**config.mk**
```make
export PLATFORM = sky130hd
export DESIGN_NAME = wb_ksa_responder
export DESIGN_NICKNAME = d
export VERILOG_FILES = /design/src/rtl/wb_ksa_responder.sv
export SDC_FILE = /design/constraint.sdc
export NUM_CORES = 1
export LEC_CHECK = 0
export BUFFER_PORTS_ARGS = -buffer_cell sky130_fd_sc_hd__buf_2
export CAP_MARGIN = 20
export CORE_AREA = 2 2 128 155
export DETAILED_ROUTE_END_ITERATION = 6
export DIE_AREA = 0 0 130 157
export PLACE_DENSITY = 0.78
export SYNTH_ARGS = -nofsm -noshare
export SYNTH_HDL_FRONTEND = slang
export SYNTH_SLANG_ARGS = --single-unit
export TNS_END_PERCENT = 100
```
**constraint.sdc**
```tcl
create_clock -name wb_clk_i -period 2.1 [get_ports wb_clk_i]
set_input_delay 0.105 -clock wb_clk_i [delete_from_list [all_inputs] [get_ports wb_clk_i]]
set_output_delay 0.105 -clock wb_clk_i [all_outputs]
set_load 0.005 [all_outputs]
```
**src/rtl/wb_ksa_responder.sv**
```systemverilog
// rtl/wb_ksa_responder.sv - Wishbone responder around a pipelined Kogge-Stone adder
// Operands and control are loaded by register writes; sum/carry read back from RESULT.
module wb_ksa_responder #(
    parameter logic [31:0] BASE_ADR = 32'h3000_0000,
    parameter int          WIDTH    = 16,
    parameter int          LAT      = $clog2(WIDTH) + 2
) (
    input  logic        wb_clk_i,
    input  logic        wb_rst_n_i,
    input  logic        wbs_stb_i,
    input  logic        wbs_cyc_i,
    input  logic        wbs_we_i,
    input  logic [3:0]  wbs_sel_i,
    input  logic [31:0] wbs_dat_i,
    input  logic [31:0] wbs_adr_i,
    output logic        wbs_ack_o,
    output logic [31:0] wbs_dat_o,
    output logic        irq_o
);
    localparam int LOGW = $clog2(WIDTH);
    localparam int CW   = $clog2(LAT + 1);

    typedef enum logic {IDLE, RUN} state_t;

    state_t            state_q, state_d;
    logic [CW-1:0]     cnt_q, cnt_d;
    logic [WIDTH-1:0]  opa_q, opa_d, opb_q, opb_d;
    logic              cin_q, cin_d, ie_q, ie_d;
    logic              busy_q, busy_d, done_q, done_d, err_q, err_d;
    logic [WIDTH:0]    result_q, result_d;
    logic              ack_q, ack_d;
    logic [31:0]       dat_q, dat_d;

    logic [WIDTH-1:0]  in_a_q, in_a_d, in_b_q, in_b_d;
    logic              in_cin_q, in_cin_d;
    logic [LOGW:0][WIDTH-1:0] g_q, g_d, p_q, p_d, x_q, x_d;
    logic [LOGW:0]     c_q, c_d;
    logic [WIDTH:0]    sum_q, sum_d;

    logic              hit, req, wr, start, clr;
    logic [2:0]        off;
    logic [31:0]       wmask, rdata;

    // Free-running pipeline; the FSM counter decides when its output is meaningful.
    always_comb begin
        g_d[0]    = in_a_q & in_b_q;
        g_d[0][0] = (in_a_q[0] & in_b_q[0]) | ((in_a_q[0] ^ in_b_q[0]) & in_cin_q);
        p_d[0]    = in_a_q ^ in_b_q;
        x_d[0]    = in_a_q ^ in_b_q;
        c_d[0]    = in_cin_q;
        for (int k = 1; k <= LOGW; k++) begin
            g_d[k] = g_q[k-1];
            p_d[k] = p_q[k-1];
            x_d[k] = x_q[k-1];
            c_d[k] = c_q[k-1];
            for (int i = (1 << (k - 1)); i < WIDTH; i++) begin
                g_d[k][i] = g_q[k-1][i] | (p_q[k-1][i] & g_q[k-1][i-(1<<(k-1))]);
                p_d[k][i] = p_q[k-1][i] & p_q[k-1][i-(1<<(k-1))];
            end
        end
        sum_d = {g_q[LOGW][WIDTH-1], x_q[LOGW] ^ {g_q[LOGW][WIDTH-2:0], c_q[LOGW]}};
    end

    always_comb begin
        hit   = (wbs_adr_i[31:5] == BASE_ADR[31:5]);
        req   = wbs_stb_i & wbs_cyc_i & hit & ~ack_q;
        wr    = req & wbs_we_i;
        off   = wbs_adr_i[4:2];
        wmask = {{8{wbs_sel_i[3]}}, {8{wbs_sel_i[2]}}, {8{wbs_sel_i[1]}}, {8{wbs_sel_i[0]}}};
        start = wr & (off == 3'd2) & wbs_sel_i[0] & wbs_dat_i[0];
        clr   = wr & (off == 3'd3) & wbs_sel_i[0];

        case (off)
            3'd0:    rdata = 32'(opa_q);
            3'd1:    rdata = 32'(opb_q);
            3'd2:    rdata = {29'd0, ie_q, cin_q, 1'b0};
            3'd3:    rdata = {29'd0, err_q, done_q, busy_q};
            3'd4:    rdata = 32'(result_q);
            default: rdata = 32'd0;
        endcase

        ack_d = req;
        dat_d = (req & ~wbs_we_i) ? rdata : 32'd0;

        opa_d = opa_q;
        opb_d = opb_q;
        cin_d = cin_q;
        ie_d  = ie_q;
        if (wr && off == 3'd0)
            opa_d = (opa_q & ~wmask[WIDTH-1:0]) | (wbs_dat_i[WIDTH-1:0] & wmask[WIDTH-1:0]);
        if (wr && off == 3'd1)
            opb_d = (opb_q & ~wmask[WIDTH-1:0]) | (wbs_dat_i[WIDTH-1:0] & wmask[WIDTH-1:0]);
        if (wr && off == 3'd2 && wbs_sel_i[0]) begin
            cin_d = wbs_dat_i[1];
            ie_d  = wbs_dat_i[2];
        end

        state_d  = state_q;
        cnt_d    = cnt_q;
        busy_d   = busy_q;
        result_d = result_q;
        in_a_d   = in_a_q;
        in_b_d   = in_b_q;
        in_cin_d = in_cin_q;
        done_d   = done_q & ~(clr & wbs_dat_i[1]);
        err_d    = err_q  & ~(clr & wbs_dat_i[2]);

        // Completion and error setting come after W1C so a same-cycle set wins.
        case (state_q)
            IDLE: begin
                if (start) begin
                    in_a_d   = opa_q;
                    in_b_d   = opb_q;
                    in_cin_d = cin_d;
                    cnt_d    = CW'(LAT);
                    busy_d   = 1'b1;
                    done_d   = 1'b0;
                    state_d  = RUN;
                end
            end
            RUN: begin
                if (start)
                    err_d = 1'b1;
                if (cnt_q == '0) begin
                    result_d = sum_q;
                    busy_d   = 1'b0;
                    done_d   = 1'b1;
                    state_d  = IDLE;
                end else begin
                    cnt_d = cnt_q - CW'(1);
                end
            end
            default: state_d = IDLE;
        endcase
    end

    always_ff @(posedge wb_clk_i) begin
        if (!wb_rst_n_i) begin
            state_q  <= IDLE;
            cnt_q    <= '0;
            opa_q    <= '0;
            opb_q    <= '0;
            cin_q    <= 1'b0;
            ie_q     <= 1'b0;
            busy_q   <= 1'b0;
            done_q   <= 1'b0;
            err_q    <= 1'b0;
            result_q <= '0;
            ack_q    <= 1'b0;
            dat_q    <= '0;
            in_a_q   <= '0;
            in_b_q   <= '0;
            in_cin_q <= 1'b0;
            g_q      <= '0;
            p_q      <= '0;
            x_q      <= '0;
            c_q      <= '0;
            sum_q    <= '0;
        end else begin
            state_q  <= state_d;
            cnt_q    <= cnt_d;
            opa_q    <= opa_d;
            opb_q    <= opb_d;
            cin_q    <= cin_d;
            ie_q     <= ie_d;
            busy_q   <= busy_d;
            done_q   <= done_d;
            err_q    <= err_d;
            result_q <= result_d;
            ack_q    <= ack_d;
            dat_q    <= dat_d;
            in_a_q   <= in_a_d;
            in_b_q   <= in_b_d;
            in_cin_q <= in_cin_d;
            g_q      <= g_d;
            p_q      <= p_d;
            x_q      <= x_d;
            c_q      <= c_d;
            sum_q    <= sum_d;
        end
    end

    logic unused_bits;
    assign unused_bits = ^{wbs_adr_i[1:0], wbs_dat_i, BASE_ADR[4:0]};

    assign wbs_ack_o = ack_q;
    assign wbs_dat_o = dat_q;
    assign irq_o     = done_q & ie_q;
endmodule

```
==> results.sh <==
export IMPL_stdcell_area_um2=12560
export IMPL_yosysTopAreaCell="dfxtp_1"
export IMPL_final_util=0.6685
export IMPL_synth_common_cells="dfxtp_1, nand2_1, and2_1, nor2_1, mux2i_1"
export IMPL_p_leak_uw=0.005109
export IMPL_async_flop_share=0
export IMPL_layout_filler_cells=1367
export IMPL_first_iter_violations=579
export IMPL_clk_pin_slew_ns=0.06
export IMPL_start_util=0.5762
export IMPL_overflow=0
export IMPL_reg2reg_from="wbs_ack_o$_SDFF_PN0_"
export IMPL_area_growth_pct=16.01
export IMPL_firstDrtPassIters=4
export IMPL_avgSynthCellArea_um2=10.62
export IMPL_critPathBufInv=4
export IMPL_cts_max_path_buffers=3
export IMPL_die_width_um=130
export IMPL_crit_required_ns=2.57
export IMPL_die_area_um2=20410
export IMPL_hold_worst_slack_ns=0.08316
export IMPL_place_gp_congestion=0.8149
export IMPL_drc=0
export IMPL_cts_root_buffer="clkbuf_16"
export IMPL_ys_types=53
export IMPL_yosysWarnings=0
export IMPL_cts_tree="yes"
export IMPL_wire_per_inst_um=15.54
export IMPL_drt_antenna_violating_nets=0
export IMPL_cts_buffers=29
export IMPL_synth_area_leaders="dfxtp_1, mux2i_1, and2_1"
export IMPL_fmax_mhz=498.9
export IMPL_final_hold_violation_count=0
export IMPL_grt_max_degree=156
export IMPL_diodes=0
export IMPL_dpl_cell_area_um2=11320
export IMPL_netlist_instances=1019
export IMPL_p_per_area_nw_per_um2=923.6
export IMPL_setup_ws_ns=0.09565
export IMPL_synth_fa_ha_area_frac=0.02080
export IMPL_drv_cap=0
export IMPL_synth_most_common_cell="dfxtp_1"
export IMPL_fin_skew_ns=0.01408
export IMPL_cp_depth=7
export IMPL_endpoint="wbs_ack_o$_SDFF_PN0_"
export IMPL_grt_pass1_wl_mm=34.18
export IMPL_via_count=7048
export IMPL_routed_wirelength_mm=21.50
export IMPL_ioPinCount=107
export IMPL_seq_area_um2=6506
export IMPL_r2r_end="wbs_ack_o$_SDFF_PN0_"
export IMPL_h_tree_depth=1
export IMPL_synth_mux_area_frac=0.07605
export IMPL_min_path_cells=2
export IMPL_antenna_found_initial=0
export IMPL_crit_top_cell="dlygate4sd3_1"
export IMPL_crit_fanout=2
export IMPL_critPathSlowestCell="dlygate4sd3_1"
export IMPL_fin_crit_ns=2.004
export IMPL_ys_ff_latch=325
export IMPL_endpoint_kind="flop"
export IMPL_drive_above_1_share=0.1366
export IMPL_synth_xor_area_share=0.01294
export IMPL_numPortBuffers=71
export IMPL_die_h_um=157
export IMPL_synth_top_area_frac=0.6010
export IMPL_peakVddDrop_mv=0.7935
export IMPL_startpoint="wbs_adr_i[25]"
export IMPL_critical_path_cell_chain="dlygate4sd3_1, buf_2, nor4_2, nand4_1, dlygate4sd3_1, nor3_2, dlygate4sd3_1"
export IMPL_setup_viol=0
export IMPL_cp_top_family="buffers and inverters"
export IMPL_status="finished, final reports clean"
export IMPL_pre_cts_ws_ns=0.1765
export IMPL_finalCritPeriodShare=0.9545
export IMPL_slew_headroom=0.4773
export IMPL_worstSetupStartpointType="input port"
export IMPL_core_area_um2=18790
export IMPL_clock_sinks=325
export IMPL_synth_compound_area_frac=0.04982
export IMPL_synth_flop_cell="dfxtp_1"
export IMPL_synth_edff_count=0
export IMPL_grt_pass1_vias=6779
export IMPL_multi_input_area_um2=3970
export IMPL_via_per_inst=5.096
export IMPL_drv_slew=0
export IMPL_dp_hpwl_mm=14.12
export IMPL_worst_r2r_path_depth=5
export IMPL_criticalPathCategory="input port to flop"
export IMPL_cp_arrival_ns=2.47
export IMPL_grtUsageTotal=0.2129
export IMPL_clk_latency_ns=0.54
export IMPL_rrSetupSlack_ns=0.11
export IMPL_fin_nets=1200
export IMPL_synth_top_family_by_area="simple AND/OR/NAND/NOR gates"
export IMPL_hp_class="input port to flop"
export IMPL_synthSimpleGateAreaFrac=0.2001
export IMPL_worst_slew_pin_slew_ns=0.7824
export IMPL_slowest_delay_ns=0.60
export IMPL_worstHoldStart="wbs_adr_i[3]"
export IMPL_netlist_area_um2=10830
export IMPL_fp_row_count=55
export IMPL_synth_seq_area_share=0.6010
-- power breakdown --
| part | total (uW) | leakage, uW | internal, uW | switching (uW) |
|---|---|---|---|---|
| Combinational | 274 | 0.00204 | 101 | 174 |
| Clock | 5160 | 0.000454 | 3010 | 2160 |
| Sequential | 6160 | 0.00262 | 6160 | 0.0000000896 |
| Total | 11600 | 0.00511 | 9270 | 2330 |
-- state kept, by name (all words and copies together), names as in the netlist, 3 cells and up, named ones only --
register   flops
c_q            5
cnt_q          3
g_d           15
g_q           65
in_a_q        16
in_b_q        16
p_d            3
p_q           34
result_q      17
sum_q         17
wbs_dat_o     17
x_d           61
x_q           16
-- what timing repair did --
item / in CTS / in global routing
resized for setup: 0 / 2
endpoints found under the setup margin: 0 / 1
buffers inserted: 0 / 1
hold buffers: 28 / 0
hold endpoints to repair: 55 / 0
-- metal layers --
layer	GRT usage	up-vias	wire, um
met3	0.03059	44	1063
met2	0.3730	172	11130
li1	-	3511	-
met1	0.2745	3321	8850
met4	0.05786	0	458
met5	0	-	0
-- placed cells by master (no fill, tap or decap), types with 9 or more instances in the layout --
| master | instances |
|---|---|
| and3_1 | 34 |
| mux2i_1 | 80 |
| clkbuf_16 | 29 |
| conb_1 | 15 |
| and2_1 | 118 |
| ha_1 | 18 |
| dlygate4sd3_1 | 28 |
| dfxtp_1 | 325 |
| buf_2 | 70 |
| nor3_1 | 10 |
| a21oi_1 | 78 |
| buf_4 | 13 |
| nor3_2 | 9 |
| xnor2_1 | 16 |
| nand2_1 | 120 |
| nor2_1 | 84 |
-- stage by stage --
stage	std cells	TNS, ns	power (uW)
after floorplan	1033	0	6460
after global placement	1305	0	6526
after detailed placement	1305	0	6528
after CTS	1382	0	11680
after global routing	1383	-0.001978	11980
final	1383	0	11600
-- worst min-delay path by stage --
stage                                to  slack [ns]
2_1_floorplan                      flop        0.27
3_3_place_gp                       flop        0.38
3_5_place_dp                       flop        0.39
4_1_cts        wbs_dat_o[12]$_SDFF_PN0_        0.07
5_1_grt        wbs_dat_o[15]$_SDFF_PN0_        0.11
6_report       wbs_dat_o[12]$_SDFF_PN0_        0.08
-- cells by family (layout without fill, tap and decap cells) --
kind of cell    after synthesis  after routing
fa+ha+maj                    18             18
flops                       325            325
simple gates                406            406
buf+inv                      76            170
mux                          81             81
compound gates               96             96
other cells                   1             15
xor+xnor                     16             16
-- layout make-up --
class / count / area share
Clock buffer: 37 / 0.06257
Clock inverter: 12 / 0.01225
Inverter: 6 / 0.001793
Multi-Input combinational cell: 632 / 0.3161
Sequential cell: 325 / 0.5181
Tap cell: 256 / 0.02551
Timing Repair Buffer: 115 / 0.06366
Note: power is estimated with default switching activity, not from simulation.
